==> config.mk <==
export PLATFORM = sky130hd
export DESIGN_NAME = uart_tx_scheduler
export DESIGN_NICKNAME = d
export VERILOG_FILES = /design/src/rtl/uart_tx_scheduler.sv
export SDC_FILE = /design/constraint.sdc
export NUM_CORES = 1
export LEC_CHECK = 0
export ABC_AREA = 1
export CAP_MARGIN = 20
export CORE_ASPECT_RATIO = 1.1
export CORE_MARGIN = 2
export CORE_UTILIZATION = 35
export CTS_CLUSTER_SIZE = 40
export DETAILED_ROUTE_END_ITERATION = 7
export GPL_ROUTABILITY_DRIVEN = 0
export PLACE_DENSITY = 0.66
export SETUP_SLACK_MARGIN = 0.15
export SKIP_CTS_REPAIR_TIMING = 1
export SYNTH_ARGS = -nofsm -noshare
export SYNTH_HDL_FRONTEND = slang
export SYNTH_SLANG_ARGS = --single-unit
==> constraint.sdc <==
create_clock -name clock_tx -period 5.2 [get_ports clock_tx]
set_input_delay 1.04 -clock clock_tx [delete_from_list [all_inputs] [get_ports clock_tx]]
set_output_delay 1.04 -clock clock_tx [all_outputs]
set_load 0.005 [all_outputs]
==> src/rtl/uart_tx_scheduler.sv <==
// uart_tx_scheduler: round-robin sharing of one uart_transmitter among
// NUM_REQ byte requesters, with frame pacing and an optional idle gap.
module uart_tx_scheduler #(
  parameter int NUM_REQ      = 4,
  parameter int FRAME_CYCLES = 12,
  parameter int GAP_CYCLES   = 0
) (
  input  logic                 clock_tx,
  input  logic                 reset_tx,
  input  logic [NUM_REQ-1:0]   req_tx,
  input  logic [8*NUM_REQ-1:0] data_req_tx,
  output logic [NUM_REQ-1:0]   grant_tx,
  output logic [2:0]           grant_id_tx,
  output logic                 tx_start,
  output logic [7:0]           data_in_tx,
  output logic                 busy_tx,
  output logic                 done_tx
);

  localparam int CMAX =
    (FRAME_CYCLES > GAP_CYCLES) ? FRAME_CYCLES : GAP_CYCLES;
  localparam int CW = $clog2(CMAX + 1);
  localparam int IW = (NUM_REQ > 1) ? $clog2(NUM_REQ) : 1;
  localparam logic [CW-1:0] FRAME_LD = CW'(FRAME_CYCLES - 1);
  localparam logic [CW-1:0] GAP_LD =
    CW'((GAP_CYCLES > 0) ? GAP_CYCLES - 1 : 0);
  localparam logic [2:0] PTR_RST = 3'(NUM_REQ - 1);
  localparam bit HAS_GAP = (GAP_CYCLES > 0);

  typedef enum logic [1:0] {
    IDLE  = 2'd0,
    FRAME = 2'd1,
    GAP   = 2'd2
  } state_t;

  state_t              state_q;
  state_t              state_d;
  logic [CW-1:0]       cnt_q;
  logic [CW-1:0]       cnt_d;
  logic [2:0]          ptr_q;
  logic [2:0]          ptr_d;

  logic [NUM_REQ-1:0]  grant_d;
  logic [2:0]          id_d;
  logic                start_d;
  logic [7:0]          data_d;
  logic                busy_d;
  logic                done_d;

  logic                win_vld;
  logic [2:0]          win;
  logic [IW-1:0]       idx;
  logic [7:0]          win_byte;
  logic [NUM_REQ-1:0]  win_oh;
  logic                launch;

  // first requester strictly after the pointer, wrapping
  always_comb begin
    win_vld = 1'b0;
    win     = '0;
    idx     = '0;
    for (int k = 1; k <= NUM_REQ; k++) begin
      idx = IW'((int'(ptr_q) + k) % NUM_REQ);
      if (!win_vld && req_tx[idx]) begin
        win_vld = 1'b1;
        win     = 3'(idx);
      end
    end
  end

  always_comb begin
    win_byte = '0;
    win_oh   = '0;
    for (int i = 0; i < NUM_REQ; i++) begin
      if (win == 3'(i)) begin
        win_byte  = data_req_tx[8*i +: 8];
        win_oh[i] = 1'b1;
      end
    end
  end

  // frame/gap terminal edges double as arbitration edges
  always_comb begin
    state_d = state_q;
    cnt_d   = cnt_q;
    ptr_d   = ptr_q;
    grant_d = '0;
    id_d    = grant_id_tx;
    start_d = 1'b0;
    data_d  = data_in_tx;
    busy_d  = busy_tx;
    done_d  = 1'b0;
    launch  = 1'b0;
    unique case (state_q)
      IDLE: begin
        launch = win_vld;
      end
      FRAME: begin
        if (cnt_q == '0) begin
          done_d = 1'b1;
          if (HAS_GAP) begin
            state_d = GAP;
            cnt_d   = GAP_LD;
          end else begin
            state_d = IDLE;
            busy_d  = 1'b0;
            launch  = win_vld;
          end
        end else begin
          cnt_d = cnt_q - 1'b1;
        end
      end
      GAP: begin
        if (cnt_q == '0) begin
          state_d = IDLE;
          busy_d  = 1'b0;
          launch  = win_vld;
        end else begin
          cnt_d = cnt_q - 1'b1;
        end
      end
      default: begin
        state_d = IDLE;
        busy_d  = 1'b0;
      end
    endcase
    if (launch) begin
      state_d = FRAME;
      cnt_d   = FRAME_LD;
      ptr_d   = win;
      grant_d = win_oh;
      id_d    = win;
      start_d = 1'b1;
      data_d  = win_byte;
      busy_d  = 1'b1;
    end
  end

  always_ff @(posedge clock_tx or negedge reset_tx) begin
    if (!reset_tx) begin
      state_q     <= IDLE;
      cnt_q       <= '0;
      ptr_q       <= PTR_RST;
      grant_tx    <= '0;
      grant_id_tx <= '0;
      tx_start    <= 1'b0;
      data_in_tx  <= 8'h00;
      busy_tx     <= 1'b0;
      done_tx     <= 1'b0;
    end else begin
      state_q     <= state_d;
      cnt_q       <= cnt_d;
      ptr_q       <= ptr_d;
      grant_tx    <= grant_d;
      grant_id_tx <= id_d;
      tx_start    <= start_d;
      data_in_tx  <= data_d;
      busy_tx     <= busy_d;
      done_tx     <= done_d;
    end
  end

endmodule
==> impl_metrics.yaml, run 1 <==
status:
  outcome: "finished clean"
sta:
  drv_slew: 0
  setup_violations: 0
  hold_viol_final: 0
  final.setup.tns_ps: 0
  rsz0062_at_grt: "no"
  finalCritPeriodShare_pct: 52.38
  finClkSkew_ps: 6.348
  fmax_mhz: 367.2
  fin_hold_ws_ps: 481.5
  layout_min_cycle_time_ps: 2724
  setup_ws_ps: 2476
layout:
  fin_area_um2: 2083
  multiInputGateArea_um2: 753.2
  finish.utilization_pct: 52.16
  diodes: 0
  fin_nets: 300
  final_common_cell: "nand2_1"
  final_cell_mix: "77 x nand2_1, 54 x clkdlybuf4s50_1, 21 x dfrtp_1"
  fillCellCount: 391
  ff_latch_area_um2: 578.1
  final-instance-count-excl-fill: 311
  drive_gt1_share_pct: 11.58
  areaGrowthSynthToFinish_pct: 41.70
logic_synthesis:
  synth.avg_cell_area_um2: 7.102
  yosysWarnings: 0
  synth_seq_cells: 23
  synth_top_area_share_pct: 35.74
  synth_cell_types: 26
  synth_nets: 247
  syn_inst: 207
  synth_top_cell_by_area: "dfrtp_1"
  yosysSeqAreaShare_pct: 39.32
  netlist_top_cells_area: "dfrtp_1 36%, nand2_1 20%, nand3_1 5.4%, inv_1 4.1%, dfstp_2 3.6%"
  synth_area_um2: 1470
pwr:
  powerDensity_nw_per_um2: 618.4
  ir_drop_uv: 235.6
  total_power_mw: 1.288
  leakagePower_nw: 1.028
routing:
  vias_per_cell: 4.611
  drt-pass1-iter-count: 4
  dr_total_vias: 1434
  routed_wl_um: 3622
  wl_per_cell_um: 11.65
  drcViolationCount: 0
  drt_iter0_drc: 55
  antenna_left: 0
global_routing:
  grt_pass1_wl_um: 5706
  grt-ovfl-total: 0
  track_usage_pct: 15.22
  grt_pass1_vias: 1243
  antenna_found_initial: 0
  grt_max_degree: 24
floorplan:
  fp-row-count: 24
  io_pins: 56
  die_h_um: 71.98
  coreArea_um2: 3994
  die_area_um2: 4736
  die_x_um: 65.80
  start_util_pct: 36.81
placement:
  place_ws_ps: 2184
  place_inst: 306
  placed_cell_area_um2: 2019
  dpl.hpwl_um: 2732
  port_buffers: 54
clock_network:
  cts.root.buffer_cell: "clkbuf_8"
  cts_buffers: 3
  cts_buffer_depth: 2
  h-tree-depth: 1
  cts_tree: "done"
  cts_sinks: 23
  clock_latency_ps: 260
  clk_pin_slew_ps: 80
setup_path:
  worst_setup_path_end_kind: "register"
  crit_slowest_cell: "clkdlybuf4s50_1"
  critical-path-top-delay-family: "simple AND/OR/NAND/NOR gates"
  arrival_ps: 2880
  critPathMaxStageDelay_ps: 420
  cp_cell_sequence: "clkdlybuf4s50_1, nand2_1, nand2_1, nand2_1, nand2_1, nor2_4, nand4_1, nand2_1, inv_2, o21ai_1, inv_1, nand2_1, nand2_1"
  crit_fanout: 16
  required_ps: 5360
  cp.buffers_inverters: 3
  cpMostUsedCell: "nand2_1"
  startpoint_type: "input pin"
  path_class: "input pin to register"
worst_hold_path:
  hold_class: "register to register"
flow_run:
  cap_violations: 0
-- cells in the mapped netlist --
library cell   n
o21ai_0       10
inv_2          6
nor3_1         2
dfstp_2        2
conb_1         1
nor2_4         2
nand2_2        8
nand4_1        7
o21ai_1        5
ha_1           2
buf_6          3
nand3_1       16
o21ai_2        1
buf_4          1
inv_1         16
nand3_4        1
nor2_2         2
a21oi_4        1
dfrtp_1       21
a21oi_1        4
nand2_1       77
buf_2          3
nand3b_1       1
nand3_2        1
nor2_1        13
nand4_2        1
-- report_power, final --
group          total (mW)  leakage, nW  switching (mW)  internal, mW
Sequential          0.320        0.282          0.0552         0.265
Combinational       0.855        0.725           0.523         0.332
Clock               0.113       0.0217          0.0587        0.0542
-- final timing paths --
path | startpoint | to | slack, ps | cells past startpoint
max | req_tx[3] | data_in_tx[5] | 2480 | 13
min reg2reg | data_in_tx[5] | data_in_tx[5] | 480 | 2
max in group asynchronous | reset_tx | data_in_tx[1] | 3650 | 2
min in group asynchronous | reset_tx | cnt_q[1] | 1090 | 1
min | data_in_tx[5] | data_in_tx[5] | 480 | 2
max reg2reg | ptr_q[0] | data_in_tx[5] | 2820 | 13
-- kinds of logic after synthesis --
logic type | synth area share [%]
flops | 39.32
fa+ha+maj | 1.702
other cells | 0.2551
buf+inv | 9.447
compound gates | 8.171
simple gates | 41.11
-- layer usage --
metal / track usage (%) / wire (um)
met1: 22.30 / 1729
met2: 23.12 / 1558
met3: 4.496 / 323
met4: 1.620 / 10
met5: 0 / 0
-- final cells by class --
type,instances,share of cell area (%)
Tap cell,52,3.123
Multi-Input combinational cell,155,36.16
Clock buffer,3,1.982
Sequential cell,23,27.75
Clock inverter,1,0.3604
Inverter,22,3.964
Timing Repair Buffer,55,26.67
-- sequential cells by signal, indices dropped and copies added, names as in the netlist --
signal / count
busy_tx: 1
cnt_q: 4
data_in_tx: 8
done_tx: 1
grant_id_tx: 2
grant_tx: 4
ptr_q: 2
tx_start: 1
-- worst min-delay path: stages (launching register included) --
cell	delay [ps]
dfrtp_1	340
nand2_1	50
nand2_1	60
(Power assumes the default switching activity.)
==> inputs of run 2 (changes only) <==
--- a/config.mk
+++ b/config.mk
@@ -13,7 +13,7 @@
 export CTS_CLUSTER_SIZE = 40
 export DETAILED_ROUTE_END_ITERATION = 7
 export GPL_ROUTABILITY_DRIVEN = 0
-export PLACE_DENSITY = 0.66
+export PLACE_DENSITY = 0.69
 export SETUP_SLACK_MARGIN = 0.15
 export SKIP_CTS_REPAIR_TIMING = 1
 export SYNTH_ARGS = -nofsm -noshare
==> constraint.sdc (replaced) <==
create_clock -name clock_tx -period 2.5 [get_ports clock_tx]
set_input_delay 0.5 -clock clock_tx [delete_from_list [all_inputs] [get_ports clock_tx]]
set_output_delay 0.5 -clock clock_tx [all_outputs]
set_load 0.005 [all_outputs]
==> run 2 against run 1 <==
  * Via count up 1.5%
  * Clock-buffer cell count unchanged
  * Global-route usage up 0.53 points
  * Hold slack got worse by 6.9 ps
  * Wire length grew 4.1%
  * Clock skew is essentially flat
  * Critical path depth is 1 lower
  * Critical path type is now register to register
  * Critical endpoint is now data_in_tx[1]
==> impl_metrics.yaml, run 2 (synthesis results as in run 1) <==
status:
  outcome: "finished clean"
global_routing:
  grt_pass1_vias: 1343
  grt_pass1_wl_um: 5913
  grt-ovfl-total: 0
  track_usage_pct: 15.74
  antenna_found_initial: 0
  grt_max_degree: 24
sta:
  fmax_mhz: 466.3
  rsz0062_at_grt: "no"
  layout_min_cycle_time_ps: 2144
  hold_viol_final: 0
  setup_violations: 0
  finalCritPeriodShare_pct: 85.78
  drv_slew: 0
  fin_hold_ws_ps: 474.6
  finClkSkew_ps: 6.757
  final.setup.tns_ps: 0
floorplan:
  io_pins: 56
  die_x_um: 65.80
  die_h_um: 71.98
  die_area_um2: 4736
  coreArea_um2: 3994
  start_util_pct: 36.81
  fp-row-count: 24
routing:
  antenna_left: 0
  vias_per_cell: 4.564
  wl_per_cell_um: 11.82
  routed_wl_um: 3772
  drcViolationCount: 0
  dr_total_vias: 1456
  drt_iter0_drc: 71
  drt-pass1-iter-count: 4
layout:
  drive_gt1_share_pct: 14.23
  fillCellCount: 391
  top_regs: "data_in_tx (8), cnt_q (4), grant_tx (4)"
  finish.utilization_pct: 53.57
  regMostFlops: "data_in_tx"
  final_cell_mix: "77 x nand2_1, 54 x clkdlybuf4s50_1, 21 x dfrtp_1"
  diodes: 0
  areaGrowthSynthToFinish_pct: 45.53
  final_common_cell: "nand2_1"
  largest_reg_flops: 8
  fin_nets: 308
pwr:
  powerDensity_nw_per_um2: 1331
  leakagePower_nw: 1.066
  ir_drop_uv: 537.4
setup_path:
  startpoint_type: "register"
  path_class: "register to register"
  required_ps: 2660
  arrival_ps: 2300
  worst_setup_path_end_kind: "register"
  crit_fanout: 10
placement:
  dpl.hpwl_um: 2791
  port_buffers: 54
worst_hold_path:
  hold_class: "register to register"
clock_network:
  clk_pin_slew_ps: 80
  cts.root.buffer_cell: "clkbuf_8"
  cts_sinks: 23
  h-tree-depth: 1
  clock_latency_ps: 260
  cts_tree: "done"
  cts_buffers: 3
  cts_buffer_depth: 2
flow_run:
  cap_violations: 0
## run 2: changes by cell type in the layout (fill, tap and decap cells not counted), sizes merged
| cell | delta |
|---|---|
| buf | +7 |
| nand2 | +1 |
## run 2: metrics by stage
| stage | power (mW) | cells | cell area, um2 | setup slack (ps) |
|---|---|---|---|---|
| after detailed placement | 2.477 | 309 | 2042 | 37.96 |
| after CTS | 2.717 | 313 | 2091 | 224.0 |
| after global placement | 2.452 | 309 | 2042 | 68.98 |
| after floorplan | 1.990 | 207 | 1470 | 665.7 |
| final | 2.847 | 319 | 2140 | 355.6 |
| after global routing | 3.140 | 319 | 2140 | 150.1 |
## run 2: layer usage
metal / global-route usage, % / share of wire (%)
met5: 0 / 0
met2: 25.03 / 45
met4: 4.167 / 0.69
met3: 2.791 / 6.5
met1: 22.22 / 47
## run 2: worst max-delay path, cell delays in order (launching register included)
cell and delay (ps):
dfstp_2 620, inv_2 120, nand2_1 100, nand2_1 70
nand2_1 80, nand2_1 80, nor2_4 150, nand4_2 160
nand3_4 200, buf_4 180, o21ai_2 50, a21oi_1 170
nor2_1 60
## run 2: worst paths after layout
path / start / end / slack, ps / cells after the start
setup / recovery: ptr_q[0] / data_in_tx[1] / 360 / 12
hold / removal: cnt_q[3] / done_tx / 470 / 1
setup reg to reg: ptr_q[0] / data_in_tx[1] / 360 / 12
hold reg to reg: cnt_q[3] / done_tx / 470 / 1
max in group asynchronous: reset_tx / ptr_q[1] / 1650 / 2
min in group asynchronous: reset_tx / data_in_tx[6] / 580 / 2
## run 2: layout make-up
cell class | instances | area, um2 | area share, %
Clock inverter | 1 | 7.507 | 0.3509
Timing Repair Buffer | 62 | 600.6 | 28.07
Sequential cell | 23 | 578.1 | 27.02
Inverter | 22 | 82.58 | 3.860
Multi-Input combinational cell | 156 | 764.5 | 35.73
Tap cell | 52 | 65.06 | 3.041
Clock buffer | 3 | 41.29 | 1.930
## run 2: power breakdown
| group | switching, mW | internal, mW | leakage (nW) |
|---|---|---|---|
| sequential | 0.0957 | 0.550 | 0.282 |
| clock | 0.116 | 0.113 | 0.0217 |
| combinational | 1.15 | 0.823 | 0.762 |
| total | 1.36 | 1.49 | 1.07 |
==> inputs of run 3 (changes only) <==
--- a/config.mk
+++ b/config.mk
@@ -16,6 +16,7 @@
 export PLACE_DENSITY = 0.69
 export SETUP_SLACK_MARGIN = 0.15
 export SKIP_CTS_REPAIR_TIMING = 1
+export SLEW_MARGIN = 40
 export SYNTH_ARGS = -nofsm -noshare
 export SYNTH_HDL_FRONTEND = slang
 export SYNTH_SLANG_ARGS = --single-unit
==> results of run 3 <==
The final DEF is identical to that of run 2; final timing and power are the same.
